==> src/rtl/sidi_audio_pkg.sv <==
// Shared helpers for the SiDi audio output stage: midscale, offset-binary conversion, limits.
// Latency: n/a (pure functions and constants).
// Backpressure: n/a.
package sidi_audio_pkg;

  // Ceiling of the saturating underrun counter.
  localparam int unsigned UNDERRUN_MAX = 255;

  // Midscale code (1 << (width-1)) of an offset-binary word of the given width.
  function automatic logic [31:0] midscale(input int unsigned width);
    return 32'(1) << (width - 1);
  endfunction

  // Two's complement to offset binary: invert the sign bit of a width-bit value.
  function automatic logic [31:0] to_offset_bin(input logic [31:0] v, input int unsigned width);
    return v ^ (32'(1) << (width - 1));
  endfunction

endpackage

==> src/rtl/sidi_sd_chan.sv <==
// One channel's sigma-delta modulator; SIDI_AUDIO_SECOND_ORDER_EN selects second order.
// Latency: target change reaches pdm one cycle after it is seen (registered output).
// Backpressure: none, free-running every clk_sys cycle.
module sidi_sd_chan #(
  parameter int DAC_WIDTH = 11
) (
  input  logic                 clk_sys,
  input  logic                 reset,
  input  logic [DAC_WIDTH-1:0] target,
  output logic                 pdm
);

`ifdef SIDI_AUDIO_SECOND_ORDER_EN
  localparam int W = DAC_WIDTH + 3;

  logic signed [W-1:0] i1_q, i2_q;
  logic signed [W-1:0] tgt_s, fb, i1_nx, i2_nx;

  // Feedback is full scale minus one when the last bit was high, so density tracks target.
  assign tgt_s = $signed({3'b000, target});
  assign fb    = pdm ? $signed({3'b000, {DAC_WIDTH{1'b1}}}) : '0;
  assign i1_nx = i1_q + tgt_s - fb;
  assign i2_nx = i2_q + i1_nx - fb;

  // Two cascaded error-feedback integrators; output bit is the sign of the second.
  always_ff @(posedge clk_sys) begin
    if (reset) begin
      i1_q <= '0;
      i2_q <= '0;
      pdm  <= 1'b0;
    end else begin
      i1_q <= i1_nx;
      i2_q <= i2_nx;
      pdm  <= ~i2_nx[W-1];
    end
  end
`else
  logic [DAC_WIDTH-1:0] acc_q;
  logic [DAC_WIDTH:0]   sum;

  // Carry out of the accumulator is the density-modulated bit.
  assign sum = {1'b0, acc_q} + {1'b0, target};

  // First-order phase accumulator with registered carry.
  always_ff @(posedge clk_sys) begin
    if (reset) begin
      acc_q <= '0;
      pdm   <= 1'b0;
    end else begin
      acc_q <= sum[DAC_WIDTH-1:0];
      pdm   <= sum[DAC_WIDTH];
    end
  end
`endif

endmodule

==> src/rtl/sidi_audio_out.sv <==
// N-channel audio output: frame holding register, tick-paced DAC load, per-channel sigma-delta.
// Latency: accept to dac_out at most OSR_DIV+1 cycles; pdm follows dac_out one cycle later.
// Backpressure: s_ready drops while a frame is pending and rises the cycle after it is loaded.
// Build option: define SIDI_AUDIO_SECOND_ORDER_EN for second-order modulators.
module sidi_audio_out
  import sidi_audio_pkg::*;
#(
  parameter int CHANNELS  = 2,
  parameter int IN_WIDTH  = 16,
  parameter int DAC_WIDTH = 11,
  parameter int OSR_DIV   = 4
) (
  input  logic                          clk_sys,
  input  logic                          reset,
  input  logic                          s_valid,
  output logic                          s_ready,
  input  logic [CHANNELS*IN_WIDTH-1:0]  s_data,
  input  logic [3:0]                    atten,
  input  logic                          mute,
  output logic [CHANNELS-1:0]           pdm_out,
  output logic [CHANNELS*DAC_WIDTH-1:0] dac_out,
  output logic                          dac_strobe,
  output logic [7:0]                    underrun_cnt
);

  localparam int CNT_W = (OSR_DIV > 2) ? $clog2(OSR_DIV) : 1;
  localparam logic [DAC_WIDTH-1:0] MID = DAC_WIDTH'(midscale(DAC_WIDTH));

  logic [CNT_W-1:0]              cnt_q;
  logic                          tick, accept, load;
  logic                          pend_q, pend_d;
  logic [CHANNELS*IN_WIDTH-1:0]  hold_q;
  logic [CHANNELS*DAC_WIDTH-1:0] target_q, load_val;

  assign tick   = (cnt_q == CNT_W'(OSR_DIV - 1));
  assign accept = s_valid && s_ready;
  // Load uses pend as it stood at the start of the cycle, so a same-cycle accept waits a tick.
  assign load   = tick && pend_q;

  // Next pending state: a load clears it, an accept sets it (they cannot coincide).
  always_comb begin
    pend_d = pend_q;
    if (load)   pend_d = 1'b0;
    if (accept) pend_d = 1'b1;
  end

  // Sample-rate divider wrapping at OSR_DIV-1.
  always_ff @(posedge clk_sys) begin
    if (reset)     cnt_q <= '0;
    else if (tick) cnt_q <= '0;
    else           cnt_q <= cnt_q + CNT_W'(1);
  end

  // Single-frame holding register with registered ready.
  always_ff @(posedge clk_sys) begin
    if (reset) begin
      pend_q  <= 1'b0;
      s_ready <= 1'b0;
      hold_q  <= '0;
    end else begin
      pend_q  <= pend_d;
      s_ready <= ~pend_d;
      if (accept) hold_q <= s_data;
    end
  end

  for (genvar c = 0; c < CHANNELS; c++) begin : g_ch
    logic signed [IN_WIDTH-1:0] shifted;

    assign shifted = $signed(hold_q[c*IN_WIDTH +: IN_WIDTH]) >>> atten;
    // Top DAC_WIDTH bits of the offset-binary sample, or midscale when muted.
    assign load_val[c*DAC_WIDTH +: DAC_WIDTH] = mute ? MID :
      DAC_WIDTH'(to_offset_bin(32'(shifted), IN_WIDTH) >> (IN_WIDTH - DAC_WIDTH));

    sidi_sd_chan #(.DAC_WIDTH(DAC_WIDTH)) u_sd (
      .clk_sys (clk_sys),
      .reset   (reset),
      .target  (target_q[c*DAC_WIDTH +: DAC_WIDTH]),
      .pdm     (pdm_out[c])
    );
  end

  // DAC word load, strobe and underrun accounting on each tick.
  always_ff @(posedge clk_sys) begin
    if (reset) begin
      target_q     <= {CHANNELS{MID}};
      dac_strobe   <= 1'b0;
      underrun_cnt <= '0;
    end else begin
      dac_strobe <= load;
      if (load) target_q <= load_val;
      if (tick && !pend_q && underrun_cnt != 8'(UNDERRUN_MAX))
        underrun_cnt <= underrun_cnt + 8'd1;
    end
  end

  assign dac_out = target_q;

endmodule

==> config.mk <==
export PLATFORM = sky130hd
export DESIGN_NAME = sidi_audio_out
export DESIGN_NICKNAME = d
export VERILOG_FILES = /design/src/rtl/sidi_audio_pkg.sv /design/src/rtl/sidi_sd_chan.sv /design/src/rtl/sidi_audio_out.sv
export SDC_FILE = /design/constraint.sdc
export NUM_CORES = 1
export LEC_CHECK = 0
export ABC_AREA = 1
export ABC_CLOCK_PERIOD_IN_PS = 1900
export BUFFER_PORTS_ARGS = -buffer_cell sky130_fd_sc_hd__buf_2
export CAP_MARGIN = 15
export CORE_MARGIN = 2
export CORE_UTILIZATION = 57
export DETAILED_ROUTE_END_ITERATION = 12
export PLACE_DENSITY = 0.8
export SLEW_MARGIN = 20
export SYNTH_ARGS = -nofsm -noshare
export SYNTH_HDL_FRONTEND = slang
export SYNTH_SLANG_ARGS = --single-unit
==> constraint.sdc <==
create_clock -name clk_sys -period 1.9 [get_ports clk_sys]
set_input_delay 0.38 -clock clk_sys [delete_from_list [all_inputs] [get_ports clk_sys]]
set_output_delay 0.38 -clock clk_sys [all_outputs]
set_load 0.05 [all_outputs]
== After elaboration in Yosys (flattened, before gate mapping) ==
Cells that the tools add are included.

* Register bits: 91
* Input port bits: 40
* Output and inout bits: 34
* Word-level logic and storage cells: 32

* Add/subtract/negate cells: 4
* Eq/ne operators: 2
* Shift-type cells: 2
* Muxes and demuxes: 4
* Bitwise gates (word level): 3
* Reductions and logical operators: 6

{| class="wikitable"
|+ Operators with widths
! kind !! number
|-
| 16-bit by 4-bit >>> shifter with 16-bit output || 2
|-
| 11-bit by 11-bit adder with 12-bit output || 2
|-
| 11-bit 2-to-1 mux || 2
|-
| 8-bit by 1-bit adder with 8-bit output (second input constant) || 1
|-
| 8-bit inequality test (second input constant) || 1
|-
| 1-bit logical AND || 4
|-
| 1-bit inverter || 3
|-
| 2-bit by 1-bit adder with 2-bit output (second input constant) || 1
|-
| 2-bit equality test (second input constant) || 1
|-
| 1-bit 2-to-1 mux || 2
|-
| 2-bit OR reduction || 1
|-
| 1-bit logical NOT || 1
|}

== Logic depth before layout (Yosys ltp) ==
* Depth after elaboration: 5
* Gate-level depth with buffers: 11
* Depth with buffers taken out: 10

== Modules after synthesis ==
From an unflattened synthesis, not the netlist that was laid out.

* Cell total of the unflattened synthesis: 713
* Area, all modules: 4677.0 um^2

{| class="wikitable"
|+ Modules (own cells, without submodules)
! module !! times used !! cells each !! area an instance (um^2) !! sequential area each (um^2)
|-
| sidi_audio_out || 1 || 433 || 2857.7 || 1141.1
|-
| sidi_sd_chan || 2 || 140 || 909.6 || 240.2
|}

== Least setup slack after synthesis ==
Ideal clock, no wire load.

* Path kind: register to register
* From: reg target_q[11] (netlist: dac_out[11])
* To: reg g_ch[1].u_sd.acc_q[8]
* Library setup time: 0.115 ns
* Data arrival time: 1.749 ns
* Data required time: 1.785 ns
* Slack: 0.036 ns
* Stages on the path, launching flop included: 11
* Buffers on the path: 0
* Clock period less this slack: 1.864 ns
* Cells stage by stage: dfxtp_1 > ha_1 > fa_1 > nand2_1 > nand2_1 > o21ai_1 > o21ai_2 > nand2_1 > nand3_1 > nand2_1 > nor2_1

* Word-level cells in the longest chain between the ends: 1

{| class="wikitable"
|+ RTL lines
! element !! RTL line !! RTL
|-
| start, declared || sidi_audio_out.sv:33 || <nowiki>logic [CHANNELS*DAC_WIDTH-1:0] target_q, load_val;</nowiki>
|-
| start signal, assigned || sidi_audio_out.sv:86 || <nowiki>target_q <= {CHANNELS{MID}};</nowiki>
|-
| start signal, assigned || sidi_audio_out.sv:91 || <nowiki>if (load) target_q <= load_val;</nowiki>
|-
| 11-bit by 11-bit adder with 12-bit output || sidi_sd_chan.sv:42 || <nowiki>assign sum = {1'b0, acc_q} + {1'b0, target};</nowiki>
|-
| end signal, assigned || sidi_sd_chan.sv:50 || <nowiki>acc_q <= sum[DAC_WIDTH-1:0];</nowiki>
|-
| end, declared || sidi_sd_chan.sv:38 || <nowiki>logic [DAC_WIDTH-1:0] acc_q;</nowiki>
|}

Every way passes these cells.
A chain may end at the register's enable or synchronous reset.

== Final worst setup path ==
* From: reg target_q[0] (netlist: dac_out[0])
* To: reg g_ch[0].u_sd.acc_q[8]

* Word-level cells in the longest chain between the ends: 1

{| class="wikitable"
|+ RTL lines
! element !! RTL line
|-
| 11-bit by 11-bit adder with 12-bit output || sidi_sd_chan.sv:42
|-
| end signal, assigned || sidi_sd_chan.sv:50
|-
| end, declared || sidi_sd_chan.sv:38
|}

Every way passes these cells.

==> impl_metrics.tcl <==
set metrics [dict create \
    ant_nets 0 \
    cts_buffers 9 \
    grt_max_degree 37 \
    cpMostUsedCell "nand2_1" \
    synth_edf_count 0 \
    routed_wirelength_um 9930 \
    netlist_area_um2 4550 \
    holdPathEnd "hold_q[21]$_SDFFE_PP0P_" \
    avgSynthCellArea_um2 6.85 \
    drc_errors 0 \
    clk_pin_slew_ps 80 \
    gr-total-overflow 0 \
    syn_nets 730 \
    ys_top_cells_by_area "dfxtp_1, nand2_1, nand3_1" \
    p_int_uw 2780 \
    grt_pass1_wl_um 17600 \
    hold_path.class "input pin to flop" \
    synth_common_cells "nand2_1, dfxtp_1, nor2_1" \
    dr.pass1.iters 5 \
    cts_buffer_depth 2 \
    start_util_pct 58.8 \
    final_nets 785 \
    r2r_start "dac_out[0]$_SDFFE_PP0P_" \
    p_seq_share_pct 48.1 \
    path_buf_inv 0 \
    crit_arrival_ps 1980 \
    first_global_vias 3969 \
    swShare_pct 25.0 \
    netlist_instances 664 \
    endpoint_kind "flop" \
    drive_gt1_share_pct 16.0 \
    dpl_cell_area_um2 4870 \
    slew_headroom_pct 71.0 \
    synth_top_area_cell "dfxtp_1" \
    grtUsageTotal_pct 24.7 \
    rows 32 \
    clkSinkCount 81 \
    die_w_um 93.3 \
    cp_max_fo 3 \
    num_vias 4372 \
    min_period_ps 1720 \
    p_clk_share_pct 40.6 \
    max-vdd-ir-drop_uv 518 \
    cap_violations 0 \
    max_freq_ghz 0.582 \
    n_antenna_cell 0 \
    portBuffers 63 \
    p_total_uw 3710 \
    stdcell_area_um2 5120 \
    synth_top_area_share_pct 35.7 \
    fp.dieH_um 93.3 \
    rr_endpoint "g_ch[0].u_sd.acc_q[8]$_SDFF_PP0_" \
    clkLatencyLatePin_ps 350 \
    finalClockSkew_ps 10.0 \
    yosys_warnings 0 \
    r2r_slack_ps 180 \
    vias_per_cell 5.29 \
    status "finished, final reports clean" \
    synth_flop_cell "dfxtp_1" \
    rsz0062_at_grt "no" \
    antenna_found_initial 0 \
    ys_seq_area_share_pct 35.7 \
    hold_start "s_data[21]" \
    worstHoldPathCells 3 \
    pin_count 74 \
    post-route-period-util_pct 90.4 \
    tns_ps 0 \
    syn_to_final_growth_pct 12.7 \
    slowest_stage "fa_1" \
    synth.most_common_cell "nand2_1" \
    combPwrFrac_pct 11.3 \
    core_um2 7730 \
    wl_per_cell_um 12.0 \
    finalHoldViolCount 0 \
    dpl.hpwl_um 7480 \
    netSwitchingPower_uw 929 \
    crit_family "adder cells" \
    cpPeakStageDelay_ps 420 \
    synth-async-reset-ratio_pct 0 \
    worst_pin_slew_ps 434 \
    die-area_um2 8700 \
    h-tree-depth 3 \
    setup_violations 0 \
    ys_ff_latch 81 \
    worstSetupStartpointType "flop" \
    crit_type "flop to flop" \
    rr_worst_depth 10 \
    crit_chain "ha_1 -> fa_1 -> nand2_1 -> nand2_1 -> o21ai_2 -> o21ai_2 -> nand2_1 -> nand3_1 -> nand2_1 -> nor2_1" \
    slew_viol_final 0 \
    power_leakage_uw 0.00243 \
    required_ps 2160 \
    fin_util_pct 66.3 \
    p_per_area_nw_per_um2 724 \
    root_buffer "clkbuf_8" \
    cts_tree "yes" \
    yosysUniqueCellTypes 38 \
    drtIter0Drc 209 \
    gp_congestion 0.931 \
]
-- power by group through the flow --
stage	sequential, µW	clock [µW]	combinational [µW]
5_1_grt	1800	1610	481
4_1_cts	1790	1540	417
3_5_place_dp	1830	0	415
6_report	1790	1510	419
3_3_place_gp	1820	0	404
2_1_floorplan	1840	0	309
-- metrics by stage --
step	hold slack, ps	std cells	worst slack [ps]
after global routing	289	826	38.0
after global placement	416	810	189
after detailed placement	446	810	159
final	276	826	182
after floorplan	406	664	36.0
after CTS	264	826	143
-- how the worst max path moves through the flow --
stage,start,end,slack [ps],cells after the start
floorplan,dac_out[11]$_SDFFE_PP0P_,g_ch[1].u_sd.acc_q[8]$_SDFF_PP0_,40,10
global placement,dac_out[11]$_SDFFE_PP0P_,g_ch[1].u_sd.acc_q[8]$_SDFF_PP0_,190,10
detailed placement,dac_out[11]$_SDFFE_PP0P_,g_ch[1].u_sd.acc_q[8]$_SDFF_PP0_,160,10
CTS,dac_out[11]$_SDFFE_PP0P_,g_ch[1].u_sd.acc_q[8]$_SDFF_PP0_,140,10
global route,dac_out[0]$_SDFFE_PP0P_,g_ch[0].u_sd.acc_q[8]$_SDFF_PP0_,40,10
finish,dac_out[0]$_SDFFE_PP0P_,g_ch[0].u_sd.acc_q[8]$_SDFF_PP0_,180,10
-- what timing repair did --
| action | 4_1_cts | 5_1_grt |
|---|---|---|
| buffers inserted | 0 | 0 |
| hold buffers | 0 | 0 |
| setup endpoints to repair | 0 | 2 |
| gates resized for setup | 0 | 2 |
-- per-layer routing --
layer,wire length (µm),track usage (%)
met3,579,3.55
met4,171,10.9
met2,4470,39.7
met5,0,0
met1,4710,32.8
-- placed cells by master (no fill, tap or decap) --
cell / instances
o211ai_1: 2
clkinv_1: 3
or2_1: 1
nand2_2: 1
buf_2: 63
xnor2_1: 1
o21ai_4: 1
nand3_2: 5
nand4_1: 3
a21boi_0: 2
o21ai_0: 26
o22ai_1: 2
o21ai_1: 19
xor2_1: 3
buf_4: 9
inv_6: 1
inv_1: 41
nand4_4: 1
nor2_2: 1
nand3_1: 64
a21oi_1: 55
dfxtp_1: 81
o21bai_1: 4
fa_1: 2
o21a_1: 2
clkbuf_8: 13
nor3_1: 3
inv_2: 7
nor3b_1: 1
nand2_1: 192
o21ai_2: 4
ha_1: 24
a21oi_2: 5
bufinv_16: 2
nor2_1: 75
a31oi_1: 2
inv_4: 1
nor2_4: 2
-- tightest hold or removal path, delay by kind of cell --
| family | cells | cell delay [ps] |
|---|---|---|
| AOI/OAI and AO/OA | 1 | 70 |
| and+or+nand+nor | 1 | 70 |
| buffers and inverters | 1 | 70 |
-- cells by family after synthesis --
family                     Yosys count  share of synthesized area (%)
AOI/OAI and AO/OA                  124                           15.1
xor gates and xnor gates             4                          0.771
adders and majority gates           26                           7.49
buffers and inverters               80                           8.45
DFF                                 81                           35.7
and+or+nand+nor                    349                           32.5
-- registers in the layout, summed over array words and instances, names as in the netlist --
register	count
g_ch.u_sd.pdm	2
g_ch.u_sd.acc_q	22
dac_strobe	1
cnt_q	2
hold_q	22
dac_out	22
underrun_cnt	8
pend_q	1
s_ready	1
-- cell type report --
| type | count | area, µm² |
|---|---|---|
| multi-input cells | 503 | 2550 |
| repair buffers | 72 | 383 |
| inverters | 52 | 198 |
| fillers | 681 | 2600 |
| clock buffers | 13 | 179 |
| well taps | 102 | 128 |
| clock inverters | 3 | 68.8 |
| flip-flops and latches | 81 | 1620 |
Note: power is estimated with default switching activity, not from simulation.
